## src/rtl/joy_serial_scanner.sv

```systemverilog
// Scans the 74HC165-style chain carrying both JAMMA player inputs and commits
// debounced, active-low joystick words atomically once per matching frame.
module joy_serial_scanner #(
  parameter int unsigned CLK_DIV      = 64,
  parameter int unsigned MATCH_FRAMES = 2
) (
  input  logic        clk12,
  input  logic        reset,
  input  logic        scan_en,
  input  logic        joy_data,
  output logic        joy_clk,
  output logic        joy_load,
  output logic [11:0] joystick1,
  output logic [11:0] joystick2,
  output logic        frame_valid
);

  localparam int unsigned DivW   = (CLK_DIV > 1) ? $clog2(CLK_DIV) : 1;
  localparam int unsigned MatchW = $clog2(MATCH_FRAMES + 1);
  localparam logic [DivW-1:0]   DivLast  = DivW'(CLK_DIV - 1);
  localparam logic [MatchW-1:0] MatchMax = MatchW'(MATCH_FRAMES - 1);

  typedef enum logic [2:0] {StIdle, StLoad, StGap, StShift, StCommit} state_e;

  state_e              state_q;
  logic [DivW-1:0]     div_q;
  logic [4:0]          bit_q;
  logic [23:0]         raw_q;
  logic [23:0]         prev_q;
  logic [MatchW-1:0]   match_q;

  logic                wrap;
  logic                rise;
  logic                fall;
  logic [MatchW-1:0]   match_d;
  logic [23:0]         mapped;
  logic                commit_ok;

  assign wrap = (div_q == DivLast);
  assign rise = wrap & ~joy_clk;
  assign fall = wrap & joy_clk;

  // Chain order -> {joystick2, joystick1}; chain bit k is raw_q[k].
  function automatic logic [23:0] map_bits(input logic [23:0] r);
    logic [11:0] j1;
    logic [11:0] j2;
    j1 = {r[21], r[20], r[22], r[0], r[23], r[1], r[2], r[3], r[4], r[5], r[6], r[7]};
    j2 = {r[17], r[16], r[18], r[8], r[19], r[9], r[10], r[11], r[12], r[13], r[14], r[15]};
    return {j2, j1};
  endfunction

  always_comb begin
    match_d = '0;
    if (raw_q == prev_q) begin
      match_d = (match_q == MatchMax) ? match_q : match_q + MatchW'(1);
    end
    mapped    = map_bits(raw_q);
    commit_ok = (match_d == MatchMax) && (mapped != {joystick2, joystick1});
  end

  // joy_clk free-runs regardless of FSM state.
  always_ff @(posedge clk12) begin
    if (reset) begin
      div_q   <= '0;
      joy_clk <= 1'b0;
    end else if (wrap) begin
      div_q   <= '0;
      joy_clk <= ~joy_clk;
    end else begin
      div_q   <= div_q + DivW'(1);
    end
  end

  always_ff @(posedge clk12) begin
    if (reset) begin
      state_q     <= StIdle;
      joy_load    <= 1'b1;
      bit_q       <= '0;
      raw_q       <= '1;
      prev_q      <= '1;
      match_q     <= '0;
      joystick1   <= 12'hFFF;
      joystick2   <= 12'hFFF;
      frame_valid <= 1'b0;
    end else begin
      frame_valid <= 1'b0;
      unique case (state_q)
        StIdle: begin
          joy_load <= 1'b1;
          if (scan_en && fall) begin
            state_q  <= StLoad;
            joy_load <= 1'b0;
          end
        end
        StLoad: begin
          if (fall) begin
            state_q  <= StGap;
            joy_load <= 1'b1;
          end
        end
        StGap: begin
          if (fall) begin
            state_q <= StShift;
            bit_q   <= '0;
          end
        end
        StShift: begin
          if (rise) begin
            raw_q[bit_q] <= joy_data;
          end
          if (fall) begin
            if (bit_q == 5'd23) begin
              state_q <= StCommit;
            end else begin
              bit_q <= bit_q + 5'd1;
            end
          end
        end
        StCommit: begin
          match_q <= match_d;
          prev_q  <= raw_q;
          if (commit_ok) begin
            joystick2   <= mapped[23:12];
            joystick1   <= mapped[11:0];
            frame_valid <= 1'b1;
          end
          state_q <= StIdle;
        end
        default: state_q <= StIdle;
      endcase
    end
  end

endmodule
```

## config.mk

```make
export PLATFORM = sky130hd
export DESIGN_NAME = joy_serial_scanner
export DESIGN_NICKNAME = d
export VERILOG_FILES = /design/src/rtl/joy_serial_scanner.sv
export SDC_FILE = /design/constraint.sdc
export NUM_CORES = 1
export LEC_CHECK = 0
export CORE_ASPECT_RATIO = 1.5
export CORE_MARGIN = 2
export CORE_UTILIZATION = 50
export CTS_CLUSTER_DIAMETER = 50
export CTS_CLUSTER_SIZE = 16
export DETAILED_ROUTE_END_ITERATION = 10
export GPL_TIMING_DRIVEN = 0
export PLACE_DENSITY_LB_ADDON = 0.1
export SYNTH_ARGS = -nofsm -noshare
export SYNTH_HDL_FRONTEND = slang
export SYNTH_SLANG_ARGS = --single-unit
```

## constraint.sdc

```tcl
create_clock -name clk12 -period 4.1 [get_ports clk12]
set_input_delay 0.82 -clock clk12 [delete_from_list [all_inputs] [get_ports clk12]]
set_output_delay 0.82 -clock clk12 [all_outputs]
set_load 0.02 [all_outputs]
```

# Word level (Yosys, flattened, before mapping)
# Index checks and enable logic that the tools add are counted.
[word_totals]
ff_bits = 91
elab_cells = 68
output_inout_bits = 27
inputBits = 4
[op_classes]
bitwise = 4
eq_ne = 16
muxes = 19
n_addsub = 3
order_cmp = 2
n_reduce_logical = 13
[op_table]
columns = ["cell", "count"]
rows = [
  ["bitwise mux 24 bit", 1],
  ["equality test 24 bit", 1],
  ["inequality test 24 bit", 1],
  ["2-to-1 mux 3 bit", 5],
  ["2-to-1 mux 5 bit", 3],
  ["inequality test 2 bit, second input constant", 6],
  ["case mux 3 bit (4 select lines)", 1],
  ["case mux 5 bit (2 select lines)", 1],
  ["adder 6 x 1 -> 6 bit, second input constant", 1],
  ["equality test 3 x 2 -> 1 bit, second input constant", 2],
  ["equality test 6 bit, second input constant", 1],
  ["< comparator 5 x 6 -> 1 bit, second input constant", 1],
  ["AND reduction 2 bit", 3],
  ["adder 5 x 1 -> 5 bit, second input constant", 1],
  ["demux 1 bit (select 5 bit)", 1],
  ["equality test 5 bit, second input constant", 1],
  [">= comparator 5 x 1 -> 1 bit, second input constant", 1],
  ["AND reduction 5 bit", 1],
  ["equality test 2 x 1 -> 1 bit, second input constant", 2],
  ["2-to-1 mux 1 bit", 4],
  ["2-to-1 mux 2 bit", 2],
  ["AND reduction 4 bit", 1],
  ["nonzero test 2 bit", 2],
  ["OR reduction 2 bit", 2],
  ["8 further kinds", 12],
]

# Longest topological paths before layout
# Gate-level depths: netlist (run 1).
[depth]
word_depth = 6
mapped_depth = 8
mapped_depth_nobuf = 6

# Worst setup path after synthesis (run 1)
# No wires, ideal clock.
[synth_timing]
path_kind = "flip-flop to flip-flop"
start = "register raw_q[21]"
end = "register joystick1[0]"
setup_slack_ns = 2.128
setup_time_ns = 0.072
required_ns = 4.028
arrival_time_ns = 1.900
n_path_buf = 1
path_stages_with_launch = 7
synth_period_minus_slack_ns = 1.972
cell_sequence = "dfxtp_1 -> xor2_1 -> nor4_4 -> nand4_2 -> a2111oi_4 -> buf_6 -> mux2i_1"
[synth_via]
elab_chain_cells = 5
elab_cells_between_ends = 6
cone_classes = "eq/ne: 3; mux: 1; reduce/logical: 2"
[synth_lines]
columns = ["item", "line_no", "rtl"]
rows = [
  ["start, declared", "28", "logic [23:0] raw_q;"],
  ["start signal, assigned by index", "109", "raw_q[bit_q] <= joy_data;"],
  ["equality test 24 bit", "54", "if (raw_q == prev_q) begin"],
  ["2-to-1 mux 2 bit", "54", ""],
  ["equality test 2 x 1 -> 1 bit", "58", "commit_ok = (match_d == MatchMax) && (mapped != {joystick2, joystick1});"],
  ["logical AND 1 bit (*)", "58", ""],
  ["AND reduction 2 bit (no line) (*)", "n/a", ""],
  ["end signal, assigned", "124", "joystick1 <= mapped[11:0];"],
  ["end, declared", "13", "output logic [11:0] joystick1,"],
]
# Every way passes the cells marked *; elsewhere a longest branch is shown, timed or not.
# A chain may end at the register's enable or synchronous reset.

# Final worst setup path (run 1)
[layout_timing]
start = "register raw_q[21]"
end = "register joystick2[4]"
[layout_via]
elab_chain_cells = 5
elab_cells_between_ends = 6
cone_classes = "eq/ne: 3; mux: 1; reduce/logical: 2"
[layout_lines]
columns = ["item", "line_no", "rtl"]
rows = [
  ["equality test 24 bit", "54", ""],
  ["2-to-1 mux 2 bit", "54", ""],
  ["equality test 2 x 1 -> 1 bit", "58", ""],
  ["logical AND 1 bit (*)", "58", ""],
  ["AND reduction 2 bit (no line) (*)", "n/a", ""],
  ["end signal, assigned", "123", "joystick2 <= mapped[23:12];"],
  ["end, declared", "14", "output logic [11:0] joystick2,"],
]
# Marks and branches as above.

==> metrics.md, run 1 <==
| Metric | Value |
|---|---|
| Number of resized instances in the post-cts repair step | `0` |
| Total count of hold-check failures in the final report | `0` |
| Post-synthesis register bit count | `91` |
| Antenna Diode Count | `0` |
| Total number of nets in the final design | `563` |
| Clock latency reported for the late side of the worst-skew pair | `around 0.34 ns` |
| Total congestion overflow after global routing | `0` |
| Synthesis warning total | `0` |
| Max cap viols | `0` |
| Net count of the mapped netlist | `~520` |
| Leading cell types by total area after synthesis | `dfxtp_1 42%, nor2_1 12%, xor2_1 5.8%, mux2i_1 5.7%, xnor2_1 5.6%` |
| Maximum frequency from static timing analysis | `403 MHz` |
| Total non-filler cell area in the finished layout | `0.00505 sq mm` |
| CTS tree | `built` |
| Core box area | `0.00846 sq mm` |
| Worst ir drop on vdd | `0.236 mV` |
| Clock net sink count | `91` |
| Minimum setup slack among reg-to-reg paths | `around 1.6 ns` |
| Number of antenna violations at the first check in global routing | `0` |
| Placed insts | `650` |
| Required time at the endpoint of the critical path | `4.37 ns` |
| Post-Syn Instances | `between 500 and 600` |
| Final worst-path cycle share | `0.606` |
| Setup skew after layout | `~0.0028 ns` |
| Worst-path clk slew | `0.06 ns` |
| Standard-cell row count | `41` |
| Worst min-delay path startpoint | `div_q[0]` |
| Critical path capture point type | `flop` |
| Via density per instance | `5.27` |
| Count of distinct cell types in the synthesized netlist | `39` |
| Count of non-filler cells in the finished layout | `between 600 and 700` |
| Normalized max-slew margin | `0.528` |
| Pwr per Cell Area | `roughly 330 mW/mm^2` |
| Final max-slew violation count | `0` |
| Maximum fanout along the worst path | `10` |
| Run status | `complete, no violations` |
| Minimum period implied by the final worst setup slack | `approximately 2.5 ns` |
| Cell at the root of the clock tree | `clkbuf_16` |
| Critical R2R Launch | `raw_q[21]` |
| Initial Utilization | `0.516` |
| Depth of the worst register-to-register path | `6` |
| First-pass GRT wire length | `around 17 mm` |
| Htree depth | `3` |
| Synthesized area per cell | `roughly 8.5 sq um` |
| Area share of the leading cell type in the synthesized netlist | `0.417` |
| Post-synthesis to final-layout area growth | `15.7%` |
| Hold-fix buffers, CTS | `0` |
| Area after DPL | `0.00479 sq mm` |
| Critical setup path kind | `reg -> reg` |
| Hold Path Cell Cnt | `1` |
| Number of endpoints failing setup at the final stage | `0` |
| Post-CTS Setup Repair Bufs | `0` |
| Count of routing violations after the opening detailed-route iteration | `156` |
| Setup repair after global routing missed its margin | `no` |
| Placer's final routability congestion estimate | `around 0.86` |
| Path type of the worst min-delay path | `reg -> reg` |
| Largest buffer count on any clock path | `2` |
| Part of the Yosys area used for sequential elements | `0.417` |
| First-pass iteration count of the detailed router | `4` |
| Overall routed net length | `between 10 and 15 mm` |
| Worst setup slack after placement | `~1.6 ns` |
| Least-Margin Pin Slew | `between 0.7 and 0.8 ns` |
| CTS Buf Count | `9` |
| Fraction of final layout cells with drive strength greater than 1 | `0.0484` |
| Worst-case hold path end point | `div_q[0]` |
| Die height | `about 120 um` |
| Setup TNS | `0 ns` |
| Global routing usage summed across all routing layers | `0.232` |
| Arrival time of data at the critical path endpoint | `2.75 ns` |
| Sort of element at the start of the critical path | `flop` |
| HPWL Detailed | `7.74 mm` |
| Vias after detailed routing | `3,507` |
| Synthesized area | `0.00436 sq mm` |
| Vias in the first global route | `around 3,400` |
| Leakage power summed over all cells | `about 1.8 nW` |
| Post-detailed-route count of antenna-violating nets | `0` |
| Detailed-route wire length per cell | `~15 um` |
| Die Outline Area | `0.00951 sq mm` |
| Number of port buffers | `29` |
| I/O Pins | `31` |
| RR Endpoint | `joystick2[4]` |
| Largest area contributor in the netlist | `dfxtp_1` |
| Die Span X | `between 80 and 90 um` |
| Total DRC errors in the routed layout | `0` |
| Worst Slack Setup Final | `approximately 1.6 ns` |
| Pin count of the biggest net entering global routing | `14` |
-- kinds of logic after synthesis --
kind of cell,share of synthesized area
multiplexers,0.0573
adder cells (fa/ha/maj),0.0143
AND/OR/NAND/NOR,0.270
buffers and inverters,0.0341
AO/OA/AOI/OAI,0.0920
flip-flops,0.417
XOR/XNOR,0.114
-- Yosys cell counts --
| cell type | count |
|---|---|
| a2111o_1 | 1 |
| a2111oi_0 | 1 |
| a2111oi_4 | 1 |
| a211oi_1 | 2 |
| a21oi_1 | 2 |
| and2_1 | 2 |
| and3_1 | 1 |
| and3b_1 | 1 |
| and4_1 | 2 |
| buf_2 | 2 |
| buf_6 | 2 |
| clkbuf_1 | 28 |
| dfxtp_1 | 91 |
| ha_1 | 5 |
| inv_1 | 3 |
| mux2i_1 | 25 |
| nand2_1 | 32 |
| nand2b_1 | 3 |
| nand3_1 | 6 |
| nand3b_1 | 26 |
| nand4_1 | 12 |
| nand4_2 | 1 |
| nor2_1 | 139 |
| nor2b_1 | 3 |
| nor3_1 | 1 |
| nor3b_1 | 1 |
| nor4_1 | 3 |
| nor4_2 | 2 |
| nor4_4 | 2 |
| nor4bb_1 | 1 |
| o21ai_0 | 25 |
| o21bai_1 | 25 |
| o22ai_1 | 1 |
| o31a_2 | 1 |
| or3_1 | 1 |
| or3b_2 | 2 |
| or4b_2 | 1 |
| xnor2_1 | 28 |
| xor2_1 | 29 |
-- registers in the layout (all words and copies together) (netlist names) --
name         cells
prev_q          24
raw_q           24
joystick1       12
joystick2       12
div_q            6
bit_q            5
state_q          3
match_q          2
frame_valid      1
joy_clk          1
joy_load         1
-- power by group --
part	internal (mW)	leakage, nW	switching (mW)	total (mW)
logic	0.0155	0.947	0.0260	0.0415
registers	0.886	0.737	0.00179	0.888
clock network	0.421	0.132	0.333	0.754
total	1.32	1.82	0.361	1.68
-- cells in the final DEF (no fill, tap or decap), types with 2 or more instances in the layout --
master and count:
nor2_1 139, dfxtp_1 91, nand2_1 32, clkbuf_1 30, xor2_1 29, clkdlybuf4s50_1 29, xnor2_1 28, nand3b_1 26
o21bai_1 25, mux2i_1 25, o21ai_0 25, nand4_1 12, clkbuf_16 9, nand3_1 6, ha_1 5, inv_1 3
nor4_1 3, nand2b_1 3, nor2b_1 3, clkinv_2 3, buf_2 2, and2_1 2, nor4_4 2, nor4_2 2
a21oi_1 2, buf_6 2, and4_1 2, or3b_2 2, a211oi_1 2
-- layer usage --
metal	global-route usage	share of wire	vias up
li1	-	-	1788
met1	0.262	0.42	1631
met2	0.416	0.52	67
met3	0.0458	0.031	21
met4	0.0911	0.026	0
met5	0	0	-
-- layout make-up --
cell class                 instances  area, sq um
buffer                            32          138
clock buffer                      12          246
clock inverter                     3         15.0
fill                             797         3410
inverter                           3         11.3
multi-input combinational        388         2390
sequential                        91         1820
tap                              107          134
timing repair buffer              29          290
-- worst max path at each step --
stage | start | to | slack [ns] | cells after the start
6_report | raw_q[21] | joystick2[4] | 1.62 | 6
5_1_grt | raw_q[21] | joystick1[4] | 1.50 | 6
4_1_cts | raw_q[21] | joystick1[9] | 1.58 | 6
3_5_place_dp | raw_q[21] | joystick1[9] | 1.61 | 6
3_3_place_gp | raw_q[21] | joystick2[8] | 1.66 | 6
2_1_floorplan | raw_q[21] | joystick1[0] | 2.13 | 6
-- critical path, cell delays in order, from the launching register on --
cell and delay [ns]:
dfxtp_1 0.50, xor2_1 0.15, nor4_4 0.37, nand4_2 0.21, a2111oi_4 0.67, buf_6 0.27, mux2i_1 0.22
-- metrics by stage --
step           hold slack, ns  power, mW   util
3_3_place_gp            0.428      0.950  0.566
5_1_grt                 0.470       1.74  0.597
6_report                0.444       1.68  0.597
2_1_floorplan           0.418      0.936      -
3_5_place_dp            0.435      0.950  0.566
4_1_cts                 0.449       1.69  0.597
Note: power is estimated with default switching activity, not from simulation.
==> inputs of run 2 (changes only) <==
- clock period: 4.1 -> 2.12 ns (I/O delays scaled with it)
==> metrics.md, run 2 (synthesized netlist as in run 1, its figures left out) <==
| Metric | Value |
|---|---|
| Setup skew after layout | `0.00335 ns (+0.000596 ns)` |
| Pwr per Cell Area | `635 mW/mm^2 (+90%)` |
| Number of endpoints failing setup at the final stage | `0 (unchanged)` |
| Final max-slew violation count | `0 (unchanged)` |
| Final worst-path cycle share | `0.947 (+0.341)` |
| Clock net sink count | `91 (unchanged)` |
| Placer's final routability congestion estimate | `0.857 (unchanged)` |
| Standard-cell row count | `41 (unchanged)` |
| Placed insts | `650 (unchanged)` |
| Pin count of the biggest net entering global routing | `14 (unchanged)` |
| Arrival time of data at the critical path endpoint | `2.28 ns (-0.47 ns)` |
| Vias after detailed routing | `3,545 (+1.1%)` |
| Critical setup path kind | `reg -> reg` |
| Overall routed net length | `10.3 mm (+0.60%)` |
| Critical path capture point type | `flop` |
| Slowest cell on the critical path | `nor4_4` |
| Die Outline Area | `0.00951 sq mm (unchanged)` |
| Detailed-route wire length per cell | `15.5 um (+0.30%)` |
| Via density per instance | `5.31 (+0.78%)` |
| Fraction of final layout cells with drive strength greater than 1 | `0.0804 (+0.0320)` |
| Max cap viols | `0 (unchanged)` |
| Clock latency reported for the late side of the worst-skew pair | `0.34 ns (about the same)` |
| Minimum period implied by the final worst setup slack | `2.01 ns (-0.476 ns)` |
| Die height | `118 um (unchanged)` |
| Minimum setup slack among reg-to-reg paths | `0.11 ns (-1.50 ns)` |
| Critical R2R Launch | `raw_q[22]` |
| Worst-path clk slew | `0.06 ns (about the same)` |
| Buffering stage count on the worst path with inverters included | `2 (+1)` |
| CTS Buf Count | `9 (unchanged)` |
| First-pass GRT wire length | `16.9 mm (+0.29%)` |
| Die Span X | `80.3 um (unchanged)` |
| Total congestion overflow after global routing | `0 (unchanged)` |
| Count of routing violations after the opening detailed-route iteration | `178 (+14%)` |
| Cell at the root of the clock tree | `clkbuf_16` |
| Worst ir drop on vdd | `0.456 mV (+94%)` |
| Antenna Diode Count | `0 (unchanged)` |
| Post-synthesis to final-layout area growth | `17.4%` |
| Registers with the highest flip-flop counts | `prev_q: 24 flops, raw_q: 24 flops` |
| Depth of the worst register-to-register path | `7 (+1)` |
| Kind of cell with the highest combined delay on the critical path | `simple AND/OR/NAND/NOR gates` |
| Number of antenna violations at the first check in global routing | `0 (unchanged)` |
| Largest buffer count on any clock path | `2 (unchanged)` |
| Minimum hold slack | `0.444 ns (+0.0000210 ns)` |
| End point of the critical path | `joystick2[10]` |
| Core box area | `0.00846 sq mm (unchanged)` |
| RR Endpoint | `joystick2[10]` |
| Normalized max-slew margin | `0.585 (+0.0563)` |
| Setup repair after global routing missed its margin | `no` |
| HPWL Detailed | `7.74 mm (unchanged)` |
| Crit path from | `raw_q[22]` |
| Setup TNS | `0 ns (unchanged)` |
| Number of port buffers | `29 (unchanged)` |
| Largest stage delay on the critical path | `0.38 ns (-0.29 ns)` |
| Vias in the first global route | `3,447 (+0.26%)` |
| CTS tree | `built` |
| Logic depth of the worst path, buffers included | `7 (+1)` |
| First-pass iteration count of the detailed router | `4 (unchanged)` |
| Post-detailed-route count of antenna-violating nets | `0 (unchanged)` |
| Worst Slack Setup Final | `0.112 ns (-1.50 ns)` |
| Total number of nets in the final design | `565 (+0.36%)` |
| Path type of the worst min-delay path | `reg -> reg` |
| Initial Utilization | `0.516 (unchanged)` |
| Sort of element at the start of the critical path | `flop` |
| Least-Margin Pin Slew | `0.623 ns (-0.0845 ns)` |
| I/O Pins | `31 (unchanged)` |
| Count of non-filler cells in the finished layout | `667 (+0.30%)` |
| Leakage power summed over all cells | `1.83 nW (+0.84%)` |
| Required time at the endpoint of the critical path | `2.39 ns (-1.98 ns)` |
| Total count of hold-check failures in the final report | `0 (unchanged)` |
| Run status | `complete, no violations` |
| Maximum fanout along the worst path | `10 (unchanged)` |
| Total power | `3.25 mW (+93%)` |
| Most frequent standard cell in the layout excluding fill and tap cells | `nor2_1` |
| Global routing usage summed across all routing layers | `0.233 (+0.000779)` |
| Total DRC errors in the routed layout | `0 (unchanged)` |
| Htree depth | `3 (unchanged)` |
| CP cell instances | `xor2_1 > nor4_4 > nand4_2 > a2111oi_4 > buf_4 > buf_6 > mux2i_1` |
| Worst setup slack after placement | `-0.369 ns (-1.98 ns)` |
| Highest-count cells in the layout ignoring fill and taps | `139 x nor2_1, 82 x dfxtp_1, 31 x nand2_1` |
| Maximum frequency from static timing analysis | `498 MHz (+24%)` |
-- run 2: changes by cell type in the layout (fill, tap and decap cells not counted), sizes merged --
cell  previous run  this run
buf              4         6
-- run 2: where the power goes --
part,internal (mW),leakage [nW],total (mW),switching (mW)
clock network,0.815,0.132,1.46,0.642
logic,0.0300,0.967,0.0808,0.0508
registers,1.71,0.732,1.72,0.00344
total,2.56,1.83,3.25,0.696
-- run 2: per-stage QoR --
| stage | area (sq um) | util |
|---|---|---|
| after detailed placement | 4790 | 0.566 |
| after global routing | 5120 | 0.605 |
| after global placement | 4790 | 0.566 |
| after CTS | 5080 | 0.600 |
| after floorplan | 4360 | - |
| final | 5120 | 0.605 |
-- run 2: routing by layer --
layer	vias to the layer above	track usage	part of all wire
met1	1654	0.262	0.41
met4	0	0.0911	0.028
met5	-	0	0
met3	23	0.0458	0.032
li1	1795	-	-
met2	73	0.419	0.53
-- run 2: what timing repair did --
action / CTS / global route
pin swaps: 1 / 4
endpoints found under the setup margin: 25 / 51
hold buffers: 0 / 0
gates resized for setup: 2 / 16
buffers inserted: 3 / 0
-- run 2: layout make-up --
class	instances	area, sq um
flip-flops and latches	91	1830
fillers	791	3340
plain buffers	31	140
clock buffers	12	246
multi-input cells	388	2430
repair buffers	32	313
clock inverters	3	15.0
well taps	107	134
inverters	3	11.3
-- run 2: worst min path at each step --
stage,start,endpoint,slack [ns],cells after the start
6_report,div_q[0],div_q[0],0.44,1
3_3_place_gp,div_q[0],div_q[0],0.43,1
3_5_place_dp,div_q[0],div_q[0],0.44,1
2_1_floorplan,div_q[0],div_q[0],0.42,1
5_1_grt,div_q[0],div_q[0],0.47,1
4_1_cts,div_q[0],div_q[0],0.45,1
==> inputs of run 3 (changes only) <==
- CORE_ASPECT_RATIO: 1.5 -> 1.75
==> metrics.md, run 3 (synthesized netlist as in run 1, its figures left out) <==
| Metric | Value |
|---|---|
| Detailed-route wire length per cell | `15.4 um (-0.42%)` |
| HPWL Detailed | `7.97 mm (+2.9%)` |
| Total DRC errors in the routed layout | `0 (unchanged)` |
| Total number of nets in the final design | `565 (unchanged)` |
| Largest stage delay on the critical path | `0.38 ns (about the same)` |
| First-pass GRT wire length | `16.8 mm (-0.45%)` |
| Overall routed net length | `10.5 mm (+1.1%)` |
| Via density per instance | `5.28 (-0.64%)` |
| Minimum hold slack | `0.448 ns (+0.00338 ns)` |
| Arrival time of data at the critical path endpoint | `2.35 ns (+0.07 ns)` |
| Pwr per Cell Area | `637 mW/mm^2 (+0.35%)` |
| Final worst-path cycle share | `0.986 (+0.0391)` |
| Slowest cell on the critical path | `nor4_2` |
| Sort of element at the start of the critical path | `flop` |
| Highest-count cells in the layout ignoring fill and taps | `139 x nor2_1, 88 x dfxtp_1, 32 x nand2_1` |
| Maximum frequency from static timing analysis | `478 MHz (-4.0%)` |
| Core box area | `0.00856 sq mm (+1.1%)` |
| Least-Margin Pin Slew | `0.666 ns (+0.0430 ns)` |
| Path type of the worst min-delay path | `reg -> reg` |
| Minimum period implied by the final worst setup slack | `2.09 ns (+0.0830 ns)` |
| Clock latency reported for the late side of the worst-skew pair | `0.34 ns (about the same)` |
| Total congestion overflow after global routing | `0 (unchanged)` |
| Post-detailed-route count of antenna-violating nets | `0 (unchanged)` |
| Placer's final routability congestion estimate | `0.821 (-4.1%)` |
| Setup TNS | `0 ns (unchanged)` |
| Hold-fix buffers, CTS | `0 (unchanged)` |
| Clock net sink count | `91 (unchanged)` |
| Cell at the root of the clock tree | `clkbuf_16` |
| Die Outline Area | `0.00952 sq mm (+0.15%)` |
| Die height | `128 um (+7.7%)` |
| Critical setup path kind | `reg -> reg` |
| Htree depth | `3 (unchanged)` |
| Normalized max-slew margin | `0.556 (-0.0286)` |
| Critical path capture point type | `flop` |
| CP cell instances | `xor2_1 > nor4_2 > nand2_1 > a2111oi_4 > buf_4 > buf_6 > mux2i_1` |
| Kind of cell with the highest combined delay on the critical path | `simple AND/OR/NAND/NOR gates` |
| Area after DPL | `0.00480 sq mm (+0.26%)` |
| Max cap viols | `0 (unchanged)` |
| Largest buffer count on any clock path | `2 (unchanged)` |
| CTS Buf Count | `9 (unchanged)` |
| Depth of the worst register-to-register path | `7 (unchanged)` |
| Standard-cell row count | `45 (+9.8%)` |
| Fraction of final layout cells with drive strength greater than 1 | `0.0661 (-0.0143)` |
| I/O Pins | `31 (unchanged)` |
| First-pass iteration count of the detailed router | `4 (unchanged)` |
| Worst-path clk slew | `0.06 ns (about the same)` |
| Maximum fanout along the worst path | `10 (unchanged)` |
| Number of endpoints failing setup at the final stage | `0 (unchanged)` |
| Total count of hold-check failures in the final report | `0 (unchanged)` |
| Registers with the highest flip-flop counts | `prev_q: 24 flops, raw_q: 24 flops` |
| Run status | `complete, no violations` |
| Most frequent standard cell in the layout excluding fill and tap cells | `nor2_1` |
| Number of antenna violations at the first check in global routing | `0 (unchanged)` |
| Leakage power summed over all cells | `1.83 nW (about the same)` |
| Initial Utilization | `0.510 (-0.00565)` |
| Antenna Diode Count | `0 (unchanged)` |
| Setup skew after layout | `0.00739 ns (+0.00404 ns)` |
| Post-synthesis to final-layout area growth | `17.1%` |
| Hold Path Cell Cnt | `1 (unchanged)` |
| Global routing usage summed across all routing layers | `0.236 (+0.00280)` |
| Final max-slew violation count | `0 (unchanged)` |
| Worst ir drop on vdd | `0.501 mV (+9.9%)` |
| Number of port buffers | `29 (unchanged)` |
| Vias in the first global route | `3,432 (-0.44%)` |
| Die Span X | `74.6 um (-7.0%)` |
| Vias after detailed routing | `3,575 (+0.85%)` |
| Pin count of the biggest net entering global routing | `15 (+1)` |
| Buffering stage count on the worst path with inverters included | `2 (unchanged)` |
| Count of routing violations after the opening detailed-route iteration | `134 (-25%)` |
| Required time at the endpoint of the critical path | `2.38 ns (about the same)` |
| Total non-filler cell area in the finished layout | `0.00511 sq mm (-0.29%)` |
| CTS tree | `built` |
| Logic depth of the worst path, buffers included | `7 (unchanged)` |
==> run 3: cell type report <==
type | instances | area [sq um]
fill | 815 | 3450
multi-input combinational | 388 | 2410
sequential | 91 | 1830
timing repair buffer | 32 | 313
clock buffer | 10 | 239
tap | 117 | 146
buffer | 31 | 138
clock inverter | 5 | 30.0
inverter | 3 | 11.3
==> run 3: worst paths after layout <==
path                  start       endpoint  slack, ns
setup / recovery  raw_q[15]  joystick2[10]       0.03
hold / removal     div_q[0]       div_q[0]       0.45
hold reg to reg    div_q[0]       div_q[0]       0.45
setup reg to reg  raw_q[15]  joystick2[10]       0.03
==> run 3: metal layers <==
layer,vias to the layer above,share of wire,track usage
met2,56,0.56,0.445
met4,0,0.021,0.105
li1,1792,-,-
met3,13,0.026,0.0394
met5,-,0,0
met1,1714,0.39,0.241
==> run 3: worst register-to-register path: stages, from the launching register on <==
cell       delay (ns)
dfxtp_1          0.37
xor2_1           0.19
nor4_2           0.38
nand2_1          0.20
a2111oi_4        0.29
buf_4            0.19
buf_6            0.19
mux2i_1          0.20
==> run 3: per-stage QoR <==
stage / power [mW] / utilization / setup slack (ns) / instances
after floorplan: 1.81 / - / 0.148 / 514
after global placement: 1.84 / 0.561 / -0.335 / 660
after detailed placement: 1.84 / 0.561 / -0.397 / 660
after CTS: 3.29 / 0.595 / 0.0337 / 677
after global routing: 3.36 / 0.597 / -0.0157 / 677
final: 3.26 / 0.597 / 0.0287 / 677
==> run 3: power by group <==
group          total, mW  switching (mW)  internal, mW  leakage [nW]
Combinational     0.0821          0.0520        0.0301         0.965
Sequential          1.72         0.00352          1.71         0.735
Clock               1.46           0.644         0.813         0.130
==> run 3: what timing repair did <==
item	CTS	global route
resized for setup	2	4
endpoints found under the hold margin	0	0
setup endpoints to repair	25	49
setup buffers	2	1
pin swaps	1	2
